File: config.mk
export PLATFORM = sky130hd
export DESIGN_NAME = bmem_burst_tx
export DESIGN_NICKNAME = d
export VERILOG_FILES = /design/src/rtl/bmem_burst_tx.sv
export SDC_FILE = /design/constraint.sdc
export NUM_CORES = 1
export LEC_CHECK = 0
export CORE_UTILIZATION = 43
export CTS_CLUSTER_DIAMETER = 150
export CTS_CLUSTER_SIZE = 40
export DETAILED_ROUTE_END_ITERATION = 6
export PLACE_DENSITY_LB_ADDON = 0.1
export SYNTH_ARGS = -nofsm -noshare
export SYNTH_HDL_FRONTEND = slang
export SYNTH_SLANG_ARGS = --single-unit
File: constraint.sdc
create_clock -name clk -period 9.35 [get_ports clk]
set_input_delay 1.87 -clock clk [delete_from_list [all_inputs] [get_ports clk]]
set_output_delay 1.87 -clock clk [all_outputs]
set_load 0.01 [all_outputs]
File: src/rtl/bmem_burst_tx.sv
`default_nettype none
// ============================================================================
// Module   : bmem_burst_tx
// Purpose  : Issues line reads to bmem and serializes dirty lines into beats.
// Revision : 1.0
// ============================================================================
module bmem_burst_tx #(
  parameter int ADDR_WIDTH = 32,
  parameter int LINE_WIDTH = 256,
  parameter int BEAT_WIDTH = 64
) (
  input  logic                  clk,
  input  logic                  rst,
  input  logic [ADDR_WIDTH-1:0] dfp_addr,
  input  logic                  dfp_read,
  input  logic                  dfp_write,
  input  logic [LINE_WIDTH-1:0] dfp_wdata,
  input  logic                  dfp_rresp,
  output logic                  dfp_wresp,
  output logic                  busy,
  output logic [ADDR_WIDTH-1:0] bmem_addr,
  output logic                  bmem_read,
  output logic                  bmem_write,
  output logic [BEAT_WIDTH-1:0] bmem_wdata,
  input  logic                  bmem_ready
);

  localparam int c_beats = LINE_WIDTH / BEAT_WIDTH;
  localparam int c_cnt_w = (c_beats > 1) ? $clog2(c_beats) : 1;
  localparam int c_offs  = $clog2(LINE_WIDTH / 8);
  localparam logic [c_cnt_w-1:0] c_last_beat = c_cnt_w'(c_beats - 1);

  typedef enum logic [2:0] {
    S_IDLE    = 3'd0,
    S_ISSUE_R = 3'd1,
    S_RWAIT   = 3'd2,
    S_ISSUE_W = 3'd3,
    S_WBURST  = 3'd4,
    S_WDONE   = 3'd5
  } state_t;

  state_t                r_state;
  state_t                w_next;
  logic [c_cnt_w-1:0]    r_cnt;
  logic [ADDR_WIDTH-1:0] r_addr;
  logic [LINE_WIDTH-1:0] r_line;
  logic [ADDR_WIDTH-1:0] w_req_addr;
  logic                  w_unused_offs;

  assign w_req_addr    = {dfp_addr[ADDR_WIDTH-1:c_offs], c_offs'(0)};
  // Byte offset within the line is intentionally discarded.
  assign w_unused_offs = &{1'b0, dfp_addr[c_offs-1:0]};

  always_ff @(posedge clk or posedge rst) begin
    if (rst) begin
      r_state <= S_IDLE;
      r_cnt   <= '0;
      r_addr  <= '0;
      r_line  <= '0;
    end else begin
      r_state <= w_next;
      case (r_state)
        S_IDLE: begin
          if (dfp_write) begin
            r_addr <= w_req_addr;
            r_line <= dfp_wdata;
          end else if (dfp_read) begin
            r_addr <= w_req_addr;
          end
        end
        S_ISSUE_W: if (bmem_ready) r_cnt <= c_cnt_w'(1);
        S_WBURST:  r_cnt <= r_cnt + 1'b1;
        default: ;
      endcase
    end
  end

  always_comb begin
    w_next = r_state;
    case (r_state)
      S_IDLE: begin
        if (dfp_write)     w_next = S_ISSUE_W;
        else if (dfp_read) w_next = S_ISSUE_R;
      end
      S_ISSUE_R: if (bmem_ready) w_next = S_RWAIT;
      S_RWAIT:   if (dfp_rresp)  w_next = S_IDLE;
      S_ISSUE_W: if (bmem_ready) w_next = S_WBURST;
      // Once beat 0 is accepted the remaining beats stream without stalling.
      S_WBURST:  if (r_cnt == c_last_beat) w_next = S_WDONE;
      S_WDONE:   w_next = S_IDLE;
      default:   w_next = S_IDLE;
    endcase
  end

  always_comb begin
    bmem_read  = 1'b0;
    bmem_write = 1'b0;
    bmem_wdata = '0;
    bmem_addr  = '0;
    dfp_wresp  = 1'b0;
    busy       = (r_state != S_IDLE);
    if (r_state != S_IDLE) bmem_addr = r_addr;
    case (r_state)
      S_ISSUE_R: bmem_read = 1'b1;
      S_ISSUE_W: begin
        bmem_write = 1'b1;
        bmem_wdata = r_line[BEAT_WIDTH-1:0];
      end
      S_WBURST: begin
        bmem_write = 1'b1;
        bmem_wdata = r_line[int'(r_cnt)*BEAT_WIDTH +: BEAT_WIDTH];
      end
      S_WDONE: dfp_wresp = 1'b1;
      default: ;
    endcase
  end

endmodule
`default_nettype wire

==> metrics.txt, run 1 <==
status=finished with violations; failing checks=DRC; Hold-fix buffers, CTS=0; crit-path cells=buf_4, mux2i_1, a2bb2oi_1, o21ai_0, clkdlybuf4s50_1; Synth Register Bits=approximately 290; hold worst-path end=r_line[157]; Clock Skew=roughly 0.047 ns; most common cell after layout, fill and taps aside=clkdlybuf4s50_1; yosys warns=0; Non-Filler Cell Area, Final=around 18000 um2; post-CTS setup repair buffer count=0; Startpoint Class=flip-flop; # DRC=50; Die W=approximately 180 um; R2R depth=5; post-layout minimum cycle time=between 5 and 6 ns; WP buf/inv=2; Post-DRT Antenna Nets=0; cell count after synthesis=slightly below 1000; Worst Tran Pin Value=~1.0 ns; peak supply drop=about 0.00020 V; DR iter-0 viols=446; Nets=approximately 1600; Num CTS Buffers=11; GPL Wtd Cong=0.748; Clk pin slew, worst setup/hold paths=0.15 ns; Placed Cells=roughly 1700; most frequent cells in the layout=383 x clkdlybuf4s50_1, 287 x dfrtp_1, 243 x mux2_2; Post-Syn Area=13600 um2; CTS root buf=clkbuf_16; DRT Pass-1 Iters=7; Slew headroom=30.5%; Via density=around 5.3; Crit path max-delay family=buffers and inverters; final period utilization=57.6%; sequential-to-total area share from yosys stat=a little over half; Die Height=180 um; R2R Setup Slk=roughly 6 ns; worst skew pair latency=around 0.5 ns; FF-to-FF Start=r_state[1]; Data required, critical path=~7.5 ns; Unique masters post-synth=32; CTS resizes=0; number of port buffers=383; P&R area growth vs syn=30.4%; Final Max Slew Viols=0; Worst EP arrival=approximately 3.5 ns; PnR worst setup slack=between 3 and 4 ns; Setup CP Type=reg -> out; Post-DP Area=approximately 17000 um2; crit end category=output pin; clk buf depth=3; Top Ports=just under 400; first-pass GRT wire length=53500 um; unrepaired setup endpoints after global routing=false; worst hold path class=reg -> reg; Std-Cell Core Area=just over 30000 um2; largest net degree at the start of global routing=136; die area=32300 um2; number of vias in the routed layout=~9000; slowest stage cell, crit path=dfrtp_4; Mapped Avg Cell Area=around 14 um2; HP Start=r_line[157]; Leakage=6.86 nW; H-tree Lvls=1; R2R Path End=r_line[89]; post-DP HPWL=between 20000 and 25000 um; Post-Route WL=about 34000 um; Initial Util=between 40% and 50%; max_cap viols=0; initial antenna violation count=9; CP max stage delay=0.94 ns; PD cells=slightly above 300 nW/um2; hold path depth=1; Place WS=4.50 ns; layout cell share with drive strength beyond 1=a little over a fifth; Worst Path Max Fanout=roughly 50; clk sinks=roughly 290; Post-Layout Cell Count=1704; total negative slack=0 ns; Peak Freq=roughly 190 MHz; Avg WL per Cell=just under 20 um; row count=between 60 and 70; gr usage total=20.8%; Fin. Hold Viols=0; CTS tree=built; number of global-route vias before repair=a little over 9000; # setup viols final=0; grt ovf=0
Yosys cell counts:
cell       count  share of area, %
clkbuf_1      16              0.44
buf_2          5              0.18
mux2_1        41               3.4
and3b_1        1             0.064
o2bb2ai_1      1             0.064
nor2b_1        2             0.092
a21oi_1        1             0.037
inv_1          3             0.083
nand2b_1       2             0.092
or4b_1         1             0.074
o21ai_1       31               1.1
nand2_1        3             0.083
o21a_1         1             0.055
buf_8          6              0.66
mux2i_1      128               9.4
nand3_1        1             0.037
o22ai_1        1             0.046
and2_1        27               1.2
o21ai_0       36               1.3
or3_4          1             0.083
a211oi_1       2              0.11
buf_6         34               2.8
buf_1          6              0.17
ha_1           1             0.092
buf_4         10              0.55
dfrtp_1      288                53
conb_1         1             0.028
mux2_2       243                20
nor2_1         4              0.11
or3b_2         1             0.064
a2bb2oi_1     64               4.1
nor2_4         2              0.17
where the power goes:
| part | switching (mW) | internal [mW] | leakage [nW] |
|---|---|---|---|
| sequential | 0.396 | 1.88 | 3.39 |
| clock | 0.392 | 0.225 | 0.149 |
| combinational | 0.966 | 1.51 | 3.32 |
| total | 1.75 | 3.62 | 6.86 |
cell families after synthesis:
| kind of cell | Yosys count | synth area share (%) |
|---|---|---|
| AO/OA/AOI/OAI | 137 | 6.90 |
| adder cells (fa/ha/maj) | 1 | 0.0920 |
| buffers and inverters | 80 | 4.91 |
| flip-flops | 288 | 53.0 |
| multiplexers | 412 | 32.9 |
| other | 1 | 0.0276 |
| AND/OR/NAND/NOR | 45 | 2.11 |
area by class of cell:
type / instances / area (um2)
well taps: 396 / 495
fillers: 2630 / 13100
flip-flops and latches: 288 / 7210
inverters: 3 / 15.0
repair buffers: 394 / 3930
clock inverters: 1 / 30.0
clock buffers: 13 / 283
diodes: 9 / 22.5
multi-input cells: 600 / 5750
sequential cells by signal, indices dropped and copies added (netlist names):
signal	flops
r_cnt	2
r_line	256
r_addr	27
r_state	3
worst max path at each step:
| stage | from | to | slack (ns) | depth (start not counted) |
|---|---|---|---|---|
| 3_5_place_dp | r_cnt[1] | bmem_wdata[2] | 4.50 | 5 |
| 2_1_floorplan | rst | r_addr[10] | 3.66 | 1 |
| 6_report | r_cnt[1] | bmem_wdata[2] | 3.96 | 5 |
| 3_3_place_gp | r_cnt[1] | bmem_wdata[2] | 4.45 | 5 |
| 5_1_grt | r_cnt[1] | bmem_wdata[2] | 3.76 | 5 |
| 4_1_cts | r_cnt[1] | bmem_wdata[2] | 3.90 | 5 |
worst register-to-register path: stages, from the launching register on:
cell and delay, ns:
dfrtp_1 0.51, or3_4 0.57, nor2_4 0.14, buf_4 0.60, buf_4 0.90, mux2_2 0.48
per-stage QoR:
step / power (mW) / hold WS, ns / util (%)
after floorplan: 4.05 / 0.457 / -
after global placement: 4.75 / 0.468 / 56.4
after detailed placement: 4.82 / 0.475 / 56.4
after CTS: 5.45 / 0.499 / 57.4
after global routing: 5.75 / 0.512 / 57.5
final: 5.38 / 0.497 / 57.5
layer usage:
metal / track usage [%] / up-vias / share of wire (%) / wire [um]
li1: - / 4157 / - / -
met1: 25.8 / 4506 / 40 / 13400
met2: 35.0 / 260 / 48 / 16300
met3: 7.11 / 34 / 9.5 / 3180
met4: 4.79 / 4 / 2.1 / 698
met5: 0 / - / 0.080 / 27
(Power assumes the default switching activity.)
==> inputs of run 2 (changes only) <==
Settings changed: CORE_UTILIZATION 43 to 48.
Clock period 9.35 ns to 5.3 ns, I/O delays scaled along.
==> metrics.txt, run 2 (synthesis gave the netlist of run 1 again) <==
status=completed; CTS resizes=0; Post-DRT Antenna Nets=0; Placed Cells=between 1500 and 2000; largest net degree at the start of global routing=roughly 140; Data required, critical path=about 4.2 ns; Worst EP arrival=around 3.4 ns; # setup viols final=0; Nets=between 1500 and 2000; Non-Filler Cell Area, Final=17800 um2; layout cell share with drive strength beyond 1=21.3%; PD cells=around 540 nW/um2; Slew headroom=between 30% and 40%; peak supply drop=just under 0.0004 V; die area=29000 um2; post-DP HPWL=between 20000 and 25000 um; most frequent cells in the layout=383 x clkdlybuf4s50_1, 287 x dfrtp_1, 243 x mux2_2; Core Util, Final=63.8%; Post-Route WL=32600 um; Initial Util=around 49%; worst hold path class=reg -> reg; Via density=about 5.3; post-CTS setup repair buffer count=0; Die Height=roughly 170 um; Worst Path Max Fanout=34; worst skew pair latency=0.50 ns; Largest register FFs=256; clk buf depth=3; first-pass GRT wire length=around 51000 um; row count=61; Num CTS Buffers=11; most common cell after layout, fill and taps aside=clkdlybuf4s50_1; Post-Layout Cell Count=between 1500 and 2000; Storage cell area=between 7000 and 8000 um2; grt ovf=0; area of the multi-input gates=around 5700 um2; DRT Pass-1 Iters=4; number of global-route vias before repair=9331; GPL Wtd Cong=around 0.77; Fill cells=between 2000 and 2500; clk sinks=288; initial antenna violation count=4; Die W=~170 um; crit end category=output pin; max_cap viols=0; # DRC=0; Clock Skew=0.0479 ns; Startpoint Class=flip-flop; post-layout minimum cycle time=approximately 4.5 ns; gr usage total=~22%; total negative slack=0 ns; H-tree Lvls=1; Std-Cell Core Area=roughly 28000 um2; Fin. Hold Viols=0; number of port buffers=383; final period utilization=between 80% and 90%; Peak Freq=between 200 and 250 MHz; DR iter-0 viols=468; Final Max Slew Viols=0; Biggest register=r_line; Avg WL per Cell=approximately 19 um; number of vias in the routed layout=between 8000 and 9000; Top Ports=394; Clk pin slew, worst setup/hold paths=0.14 ns; Worst Tran Pin Value=roughly 0.9 ns; CTS tree=built; P&R area growth vs syn=30.7%; Leakage=6.89 nW; unrepaired setup endpoints after global routing=false; Hold-fix buffers, CTS=0; Regs by FF count=r_line (256), r_addr (27), r_state (3); Setup CP Type=reg -> out; CTS root buf=clkbuf_16; Post-DP Area=between 15000 and 20000 um2
## run 2: changes by cell type in the layout (fill, tap and decap cells not counted), sizes merged
| cell | before | now |
|---|---|---|
| clkbuf | 13 | 12 |
| diode | 9 | 2 |
| buf | 11 | 13 |
## run 2: final timing paths
kind                                  to  cells past startpoint   startpoint  slack [ns]
max in group asynchronous       r_cnt[1]                      3          rst        3.53
min reg2reg                  r_line[153]                      1  r_line[153]        0.49
min in group asynchronous     r_line[23]                      3          rst        1.06
max                        bmem_wdata[1]                      5   r_state[1]        0.83
min                          r_line[153]                      1  r_line[153]        0.49
max reg2reg                   r_line[84]                      4   r_state[1]        2.59
## run 2: metrics by stage
stage                     worst slack [ns]  hold slack [ns]  power, mW
after detailed placement              1.31            0.474       8.55
after global placement                1.35            0.466       8.39
after global routing                 0.563            0.518       10.2
after CTS                            0.748            0.497       9.62
after floorplan                      0.421            0.457       7.15
final                                0.828            0.492       9.52
## run 2: routing by layer
| metal | part of all wire (%) | vias to the layer above | global-route usage (%) |
|---|---|---|---|
| met1 | 42 | 4463 | 28.8 |
| met5 | 0.031 | - | 0 |
| li1 | - | 4155 | - |
| met4 | 1.8 | 2 | 5.13 |
| met3 | 7.8 | 36 | 6.30 |
| met2 | 48 | 256 | 37.0 |
## run 2: layout make-up
cell class | instances | share of cell area [%]
sequential | 288 | 40.6
multi-input combinational | 600 | 32.3
timing repair buffer | 396 | 22.6
tap | 378 | 2.66
clock buffer | 12 | 1.57
clock inverter | 1 | 0.169
inverter | 3 | 0.0845
antenna | 2 | 0.0282
## run 2: worst max-delay path: stages, from the launching register on
cell,delay (ns)
dfrtp_1,0.53
nor2_1,0.21
nand3_2,0.71
buf_4,0.59
o21ai_0,0.22
clkdlybuf4s50_1,0.64
## run 2: power breakdown
part | internal (mW) | switching, mW | total [mW]
Combinational | 2.69 | 1.70 | 4.39
Clock | 0.394 | 0.689 | 1.08
Sequential | 3.33 | 0.717 | 4.04
